===== src/rtl/piso_tx_en_if.sv =====
// piso_tx_en_if: word/serial handshake bundle between a producer and the PISO transmitter.
interface piso_tx_en_if #(parameter int WIDTH = 8);
   logic             load;
   logic [WIDTH-1:0] din;
   logic             enable;
   logic             ready;
   logic             sout;
   logic             sout_valid;
   logic             done;
   modport master (output load, din, enable, input ready, sout, sout_valid, done);
   modport slave (input load, din, enable, output ready, sout, sout_valid, done);
endinterface


===== src/rtl/piso_tx_en.sv =====
// piso_tx_en: parallel-in serial-out transmitter, MSB first, one bit per enabled clock.
module piso_tx_en #(parameter int WIDTH = 8) (
   input logic         clock,
   input logic         reset_n,
   piso_tx_en_if.slave bus
);
   localparam int CW = $clog2(WIDTH + 1);
   typedef enum logic [1:0] {IDLE, SHIFT, DONE} state_t;
   state_t           state;
   logic [WIDTH-1:0] shreg;
   logic [CW-1:0]    cnt;
   always_ff @(posedge clock) begin
      if (!reset_n) begin
         state          <= IDLE;
         shreg          <= '0;
         cnt            <= '0;
         bus.sout       <= 1'b0;
         bus.sout_valid <= 1'b0;
         bus.done       <= 1'b0;
         bus.ready      <= 1'b1;
      end else begin
         case (state)
            IDLE: begin
               bus.done       <= 1'b0;
               bus.sout_valid <= 1'b0;
               bus.sout       <= 1'b0;
               bus.ready      <= !bus.load;
               if (bus.load) begin
                  shreg <= bus.din;
                  cnt   <= CW'(WIDTH);
                  state <= SHIFT;
               end
            end
            SHIFT: begin
               // a stall keeps sout at its last bit but marks it stale
               bus.sout_valid <= bus.enable;
               if (bus.enable && cnt != '0) begin
                  bus.sout <= shreg[WIDTH-1];
                  shreg    <= shreg << 1;
                  cnt      <= cnt - 1'b1;
                  if (cnt == CW'(1)) state <= DONE;
               end
            end
            DONE: begin
               bus.done       <= 1'b1;
               bus.sout_valid <= 1'b0;
               bus.sout       <= 1'b0;
               bus.ready      <= 1'b1;
               state          <= IDLE;
            end
            default: state <= IDLE;
         endcase
      end
   end
endmodule


===== src/flat_wrapper.sv =====
// flat-port wrapper written by rule: the top's interface ports become plain ports
module piso_tx_en_flat 
#(parameter int WIDTH = 8)
  (clock, reset_n, bus_load, bus_din, bus_enable, bus_ready, bus_sout, bus_sout_valid, bus_done);
  piso_tx_en_if #(.WIDTH(WIDTH)) bus_i ();
  input logic clock;
  input logic reset_n;
  input wire logic [$bits(bus_i.load)-1:0] bus_load;
  input wire logic [$bits(bus_i.din)-1:0] bus_din;
  input wire logic [$bits(bus_i.enable)-1:0] bus_enable;
  output wire logic [$bits(bus_i.ready)-1:0] bus_ready;
  output wire logic [$bits(bus_i.sout)-1:0] bus_sout;
  output wire logic [$bits(bus_i.sout_valid)-1:0] bus_sout_valid;
  output wire logic [$bits(bus_i.done)-1:0] bus_done;
  assign bus_i.load = bus_load;
  assign bus_i.din = bus_din;
  assign bus_i.enable = bus_enable;
  assign bus_ready = bus_i.ready;
  assign bus_sout = bus_i.sout;
  assign bus_sout_valid = bus_i.sout_valid;
  assign bus_done = bus_i.done;
  piso_tx_en #(.WIDTH(WIDTH)) u_core (.clock(clock), .reset_n(reset_n), .bus(bus_i));
endmodule

===== config.mk =====
export PLATFORM = sky130hd
export DESIGN_NAME = piso_tx_en_flat
export DESIGN_NICKNAME = d
export VERILOG_FILES = /design/src/rtl/piso_tx_en_if.sv /design/src/rtl/piso_tx_en.sv /design/src/flat_wrapper.sv
export SDC_FILE = /design/constraint.sdc
export NUM_CORES = 1
export LEC_CHECK = 0
export CAP_MARGIN = 20
export CORE_UTILIZATION = 54
export DETAILED_ROUTE_END_ITERATION = 10
export PLACE_DENSITY = 0.91
export SYNTH_ARGS = -nofsm -noshare
export SYNTH_HDL_FRONTEND = slang
export SYNTH_SLANG_ARGS = --single-unit

===== constraint.sdc =====
create_clock -name clock -period 4.8 [get_ports clock]
set_input_delay 1.44 -clock clock [delete_from_list [all_inputs] [get_ports clock]]
set_output_delay 1.44 -clock clock [all_outputs]
set_load 0.02 [all_outputs]

Word-level counts from Yosys, hierarchy flattened
Cells that the tools add are included.
{"block": "totals", "ff_bits": 18, "elab_cells": 40}
{"block": "classes", "n_addsub": 1, "eq_ne": 6, "n_mux": 15, "n_reduce_logical": 11}
{"cell": "8-bit 2-to-1 mux", "count": 2}
{"cell": "8-bit case mux with 2 select lines", "count": 1}
{"cell": "4-bit 2-to-1 mux", "count": 2}
{"cell": "1-bit case mux with 2 select lines", "count": 4}
{"cell": "4-bit case mux with 2 select lines", "count": 1}
{"cell": "2-bit 2-to-1 mux", "count": 3}
{"cell": "3-bit AND reduction", "count": 2}
{"cell": "2-bit nonzero test", "count": 3}
{"cell": "4-bit by 1-bit == test with 1-bit output, second input constant", "count": 1}
{"cell": "2-bit by 1-bit inequality test with 1-bit output, second input constant", "count": 2}
{"cell": "2-bit case mux with 2 select lines", "count": 1}
{"cell": "4-bit nonzero test", "count": 1}
{"cell": "4-bit by 1-bit subtractor with 4-bit output, second input constant", "count": 1}
{"cell": "2-bit by 1-bit == test with 1-bit output, second input constant", "count": 1}
{"cell": "2-bit == test, second input constant", "count": 1}
{"cell": "2-bit zero test", "count": 1}
{"cell": "2-bit inequality test, second input constant", "count": 1}
{"cell": "2-bit AND reduction", "count": 1}
{"cell": "2-bit OR reduction", "count": 1}
{"cell": "1-bit logical AND", "count": 1}
{"cell": "1-bit zero test", "count": 1}
{"cell": "1-bit 2-to-1 mux", "count": 1}

Depth between registers and ports, before layout
Gate-level depths: netlist of the first run.
{"block": "logic_depth", "ltp_word": 4, "depth_mapped": 7}

Least setup slack after synthesis of the first run
No wires, ideal clock.
{"block": "synth_timing", "path_type": "input port to flip-flop", "startpoint": "input bus_load", "endpoint": "register u_core.cnt[0]", "setup_time_ps": 72, "t_arrival_ps": 2303, "slack_ps": 2425, "stages": 4, "path_cell_list": "nor3b_2 > a21o_1 > buf_6 > mux2i_1"}
{"block": "synth_between", "elab_chain_len": 2}
{"item": "from (decl)", "line": "flat_wrapper.sv:8", "text": "input wire logic [$bits(bus_i.load)-1:0] bus_load;"}
{"item": "2-bit inequality test (no source line)"}
{"item": "3-bit AND reduction (no source line)"}
{"item": "to (signal assigned)", "line": "piso_tx_en.sv:30", "text": "cnt <= CW'(WIDTH);"}
{"item": "to (signal assigned)", "line": "piso_tx_en.sv:40", "text": "cnt <= cnt - 1'b1;"}
{"item": "to (decl)", "line": "piso_tx_en.sv:11", "text": "logic [CW-1:0] cnt;"}
No other way between the ends.
A chain may end at the register's enable or synchronous reset.

Worst setup path after layout of the first run
{"block": "layout_timing", "startpoint": "input bus_load", "endpoint": "register u_core.shreg[2]"}
{"block": "layout_between", "elab_chain_len": 2}
{"item": "2-bit inequality test (no source line)"}
{"item": "3-bit AND reduction (no source line)"}
{"item": "to (signal assigned)", "line": "piso_tx_en.sv:29", "text": "shreg <= bus.din;"}
{"item": "to (signal assigned)", "line": "piso_tx_en.sv:39", "text": "shreg <= shreg << 1;"}
{"item": "to (decl)", "line": "piso_tx_en.sv:10", "text": "logic [WIDTH-1:0] shreg;"}
No other way between the ends.

==> results of run 1 <==
worst min-delay path by stage:
stage	endpoint	slack (ns)
5_1_grt	u_core.bus.sout$_SDFFE_PN0P_	0.51
3_5_place_dp	u_core.bus.sout$_SDFFE_PN0P_	0.47
3_3_place_gp	u_core.shreg[0]$_SDFFE_PN0P_	0.44
4_1_cts	u_core.shreg[0]$_SDFFE_PN0P_	0.48
2_1_floorplan	u_core.shreg[0]$_SDFFE_PN0P_	0.43
6_report	u_core.shreg[0]$_SDFFE_PN0P_	0.49
power by group through the flow:
stage	logic (mW)	registers [mW]	clock network, mW
after floorplan	0.0486	0.169	0
after global placement	0.0587	0.170	0
after detailed placement	0.0608	0.171	0
after CTS	0.0611	0.167	0.0965
after global routing	0.0671	0.169	0.104
final	0.0613	0.168	0.0940
sequential cells by signal, indices dropped and copies added, names as in the netlist:
register               cells
u_core.shreg               8
u_core.cnt                 4
u_core.state               2
u_core.bus.ready           1
u_core.bus.sout            1
u_core.bus.sout_valid      1
u_core.bus.done            1
critical path, stage by stage:
cell and delay (ns):
clkdlybuf4s50_1 0.47, nor3b_2 0.54, a21o_1 0.50, a311oi_2 0.18
through the flow:
step | hold WS [ns] | util | instance area [sq um]
after floorplan | 0.4286 | - | 910.9
after global placement | 0.4418 | 0.6672 | 1028
after detailed placement | 0.4653 | 0.6672 | 1028
after CTS | 0.4828 | 0.6907 | 1065
after global routing | 0.5091 | 0.6907 | 1065
final | 0.4874 | 0.6907 | 1065
logic make-up (layout without fill, tap and decap cells):
logic type | after synthesis | in the layout | share of synthesized area
adder cells (fa/ha/maj) | 2 | 2 | 0.02747
buffers and inverters | 13 | 23 | 0.07416
AND/OR/NAND/NOR | 41 | 41 | 0.2253
flip-flops | 18 | 18 | 0.3956
multiplexers | 4 | 4 | 0.04396
AO/OA/AOI/OAI | 23 | 23 | 0.2335
metal layers:
metal	share of wire	vias up	global-route usage
li1	-	384	-
met1	0.48	362	0.2865
met2	0.48	17	0.3545
met3	0.035	3	0.06383
met4	0.0062	0	0.05455
met5	0	-	0
final cells by class:
| type | count | share of cell area |
|---|---|---|
| multi-input cells | 70 | 0.4536 |
| flip-flops and latches | 18 | 0.3384 |
| repair buffers | 15 | 0.1410 |
| clock buffers | 4 | 0.03408 |
| well taps | 16 | 0.01880 |
| inverters | 4 | 0.01410 |
layout by cell type (no fill, tap or decap), types with 2 or more instances in the layout:
cell type / instances
ha_1: 2
nor2b_1: 3
a21oi_1: 2
nand2_1: 22
inv_1: 4
dfxtp_1: 18
a211oi_1: 7
clkdlybuf4s50_1: 15
or3_1: 2
nor2_1: 3
mux2i_1: 4
a311oi_2: 6
nand3_1: 2
a21o_1: 2
clkbuf_4: 3
nand4_1: 2
==> flow_summary.json, run 1 <==
{
  "p_int_mw": 0.2338,
  "start_util": 0.5909,
  "drc": 0,
  "power.total_mw": 0.3228,
  "grt_antenna_before_repair": 0,
  "fp.dieH_um": 43.07,
  "clock_latency_ns": 0.30,
  "clk_path_buf_depth": 2,
  "ff_latch_area_sq_um": 360.3,
  "yosysSeqAreaShare": 0.3956,
  "track_usage": 0.2190,
  "coreArea_sq_um": 1541,
  "wirelength_um": 1763,
  "overflow": 0,
  "combPwrFrac": 0.190,
  "dp.cells": 123,
  "rr_worst_depth": 5,
  "ys.flop_type": "dfxtp_1",
  "cts_setup_buffers": 0,
  "setup_ws_ns": 1.821,
  "dieArea_sq_um": 1855,
  "maxSlewHeadroom": 0.5240,
  "synth_top_area_frac": 0.3956,
  "antenna_left": 0,
  "tightest_slew_ns": 0.7126,
  "pre_cts_slack_ns": 1.512,
  "p_per_area_nw_per_um2": 303.2,
  "ys_warn_count": 0,
  "area_growth_pct": 16.90,
  "grt_first_pass_wirelength_um": 3042,
  "fillers": 120,
  "fmaxAchievable_mhz": 335.7,
  "die_width_um": 43.07,
  "syn_area_per_cell_sq_um": 9.019,
  "fin_nets": 126,
  "regToRegSetupSlack_ns": 2.81,
  "leakagePower_nw": 0.3849,
  "hold_path_class": "register to register",
  "post_cts_resized": 0,
  "post-synth-top-count-cell": "nand2_1",
  "cts_tree": "done",
  "swShare": 0.2759,
  "grt_max_degree": 13,
  "path_clk_slew_ns": 0.10,
  "final_cells": 127,
  "period_needed_ns": 2.979,
  "finalSetupTns_ns": 0,
  "synthTopCellsByCount": "nand2_1 (22), dfxtp_1 (18), a211oi_1 (7)",
  "dr.pass1.iters": 4,
  "end_kind": "register",
  "critPathKind": "primary input to register",
  "fin_skew_ns": 0.002292,
  "ios": 16,
  "vdd_ir_drop_max_mv": 0.2490,
  "syn-num-nets": 115,
  "synthTopCellsByArea": "dfxtp_1 (40%), a311oi_2 (9.9%), nand2_1 (9.1%), a211oi_1 (5.8%), mux2i_1 (4.4%)",
  "cts_sinks": 18,
  "max_cap_violations": 0,
  "synth_cell_types": 31,
  "required_ns": 4.96,
  "regToRegStartpoint": "u_core.cnt[0]$_SDFFE_PN0P_",
  "htree_num_levels": 1,
  "antennaDiodeCount": 0,
  "gp_congestion": 0.7717,
  "min_path_cells": 2,
  "first_global_vias": 678,
  "p_switching_mw": 0.08906,
  "setup.worst_path.start_class": "primary input",
  "pwr-share-seq": 0.519,
  "cts_buffers": 3,
  "cts_root_buffer": "clkbuf_4",
  "syn-cell-area_sq_um": 910.9,
  "cp.arrival_ns": 3.14,
  "cts_hold_buf": 0,
  "layout-drive-gt1-share": 0.09910,
  "multi_input_area_sq_um": 483.0,
  "rr_endpoint": "u_core.cnt[3]$_SDFFE_PN0P_",
  "period_share": 0.6206,
  "wl_per_cell_um": 13.88,
  "setup_violations": 0,
  "critPathCapture": "u_core.shreg[2]$_SDFFE_PN0P_",
  "hpwlAfterDp_um": 1263,
  "cp_max_fo": 12,
  "drt_iter0_drc": 13,
  "setup.worst_path.start": "bus_load",
  "run_status": "complete, no violations",
  "port_buffers": 15,
  "rsz0062_at_grt": "false",
  "synthArstFlopShare": 0,
  "synth-edff-count": 0,
  "rows": 14,
  "clkPwrFrac": 0.291,
  "finalHoldViolations": 0,
  "synth_area_leader_cell": "dfxtp_1",
  "maxSlewViolCount": 0,
  "viasPerCell": 6.031,
  "synthCells": 101,
  "synth-seq-cells": 18,
  "vias": 766,
  "hold_start": "u_core.shreg[0]$_SDFFE_PN0P_"
}
(Power assumes the default switching activity.)
==> run 2, diff against run 1 <==
CORE_UTILIZATION = 50   (was 54)
PLACE_DENSITY = 0.86   (was 0.91)
clock period = 3.1 ns   (was 4.8 ns; I/O delays follow)
==> run 2 against run 1 <==
Setup slack worse by 0.92 ns. Largest cell class unchanged. Count of clock-buffer cells in the layout unchanged. Final cell count up 9.4%. Hold slack worse by 0.019 ns. Register-to-register slack worse by 1.7 ns. Clock skew about the same. Utilization down 4.8 points. Via count up 4.7%. First-iteration DRC count up 100%.
==> flow_summary.json, run 2 (synthesis results as in run 1) <==
{
  "run_status": "complete, no violations",
  "drc": 0,
  "cts_setup_buffers": 0,
  "coreArea_sq_um": 1708,
  "top_register": "u_core.shreg",
  "cts_root_buffer": "clkbuf_4",
  "finalHoldViolations": 0,
  "overflow": 0,
  "wirelength_um": 1938,
  "htree_num_levels": 1,
  "viasPerCell": 5.770,
  "maxSlewHeadroom": 0.5120,
  "required_ns": 3.25,
  "crit_path_max_incr_delay_ns": 0.54,
  "grt_first_pass_wirelength_um": 3263,
  "clock_latency_ns": 0.30,
  "stdcell_area_sq_um": 1099,
  "min_path_cells": 2,
  "largest_register_ffs": 8,
  "top_regs": "u_core.shreg (8), u_core.cnt (4), u_core.state (2)",
  "ios": 16,
  "fin_skew_ns": 0.002520,
  "p_per_area_nw_per_um2": 464.4,
  "end_kind": "register",
  "cts_sinks": 18,
  "cts_tree": "done",
  "cp_max_fo": 12,
  "dr.pass1.iters": 4,
  "crit_chain": "clkdlybuf4s50_1, and3b_1, a21o_1, a311oi_1",
  "vias": 802,
  "grt_max_degree": 13,
  "fmaxAchievable_mhz": 455.7,
  "fin_nets": 129,
  "period_needed_ns": 2.195,
  "maxSlewViolCount": 0,
  "gp_congestion": 0.7618,
  "fillers": 152,
  "rows": 15,
  "antennaDiodeCount": 0,
  "start_util": 0.5333,
  "finalSetupTns_ns": 0,
  "power.total_mw": 0.5102,
  "post_cts_resized": 0,
  "dieArea_sq_um": 1996,
  "path_delay_family": "compound AO/OA/AOI/OAI gates",
  "rr_worst_depth": 5,
  "cp.depth": 4,
  "vdd_ir_drop_max_mv": 0.2185,
  "path_clk_slew_ns": 0.11,
  "antenna_left": 0,
  "setup.worst_path.start_class": "primary input",
  "layout_commonest_cell": "nand2_1",
  "fp.dieH_um": 44.68,
  "cts_buffers": 3,
  "max_cap_violations": 0,
  "port_buffers": 15,
  "cp.arrival_ns": 2.35,
  "area_growth_pct": 20.60,
  "drt_iter0_drc": 26,
  "track_usage": 0.2247,
  "first_global_vias": 767,
  "setup_violations": 0,
  "crit_slowest_cell": "clkdlybuf4s50_1",
  "clk_path_buf_depth": 2,
  "leakagePower_nw": 0.4000,
  "crit_buf_inv": 1,
  "hold_path_class": "register to register",
  "wl_per_cell_um": 13.94,
  "die_width_um": 44.68,
  "tightest_slew_ns": 0.7305,
  "layout_common_cells": "nand2_1 (22), dfxtp_1 (18), clkdlybuf4s50_1 (15), a211oi_1 (7), a311oi_2 (6)",
  "hpwlAfterDp_um": 1299,
  "dpl_cell_area_sq_um": 1062,
  "cts_hold_buf": 0,
  "layout-drive-gt1-share": 0.1228,
  "rsz0062_at_grt": "false",
  "critPathKind": "primary input to register",
  "period_share": 0.7079,
  "grt_antenna_before_repair": 0
}
[run 2: changes by cell type in the layout (fill, tap and decap cells not counted)]
cell,change
buf_4,+3
[run 2: final timing paths]
| path | start | end | slack (ns) |
|---|---|---|---|
| hold / removal | u_core.shreg[7]$_SDFFE_PN0P_ | u_core.bus.sout$_SDFFE_PN0P_ | 0.47 |
| hold reg to reg | u_core.shreg[7]$_SDFFE_PN0P_ | u_core.bus.sout$_SDFFE_PN0P_ | 0.47 |
| setup reg to reg | u_core.cnt[0]$_SDFFE_PN0P_ | u_core.shreg[3]$_SDFFE_PN0P_ | 1.07 |
| setup / recovery | bus_enable | u_core.shreg[3]$_SDFFE_PN0P_ | 0.91 |
[run 2: metal layers]
metal	routed length [um]	up-vias	share of wire	track usage
met5	0	-	0	0
met4	46	0	0.024	0.1333
met2	917	23	0.47	0.3588
li1	-	390	-	-
met3	65	5	0.034	0.03673
met1	908	384	0.47	0.2829
[run 2: through the flow]
stage / setup slack, ns / instances / utilization / hold WS (ns)
after global routing: 0.8445 / 139 / 0.6432 / 0.4985
after CTS: 0.9040 / 139 / 0.6432 / 0.4750
final: 0.9054 / 139 / 0.6432 / 0.4689
after global placement: 0.6789 / 135 / 0.6220 / 0.4419
after detailed placement: 0.6157 / 135 / 0.6220 / 0.4597
after floorplan: 1.235 / 101 / - / 0.4286
[run 2: area by class of cell]
class | instances | area [sq um] | share of cell area
flip-flops and latches | 18 | 360.3 | 0.3280
repair buffers | 18 | 172.7 | 0.1572
clock buffers | 4 | 36.28 | 0.03303
multi-input cells | 70 | 483.0 | 0.4396
inverters | 4 | 15.01 | 0.01367
well taps | 25 | 31.28 | 0.02847
[run 2: power breakdown]
part           internal [mW]  switching, mW  total [mW]
registers              0.247         0.0121       0.259
clock network         0.0717         0.0784       0.150
logic                 0.0462         0.0548       0.101
total                  0.365          0.145       0.510
[run 2: worst reg2reg max path, cell delays in order, from the launching register on]
cell      delay (ns)
dfxtp_1         0.36
inv_1           0.08
ha_1            0.20
or3b_1          0.54
a21o_1          0.43
a311oi_1        0.33
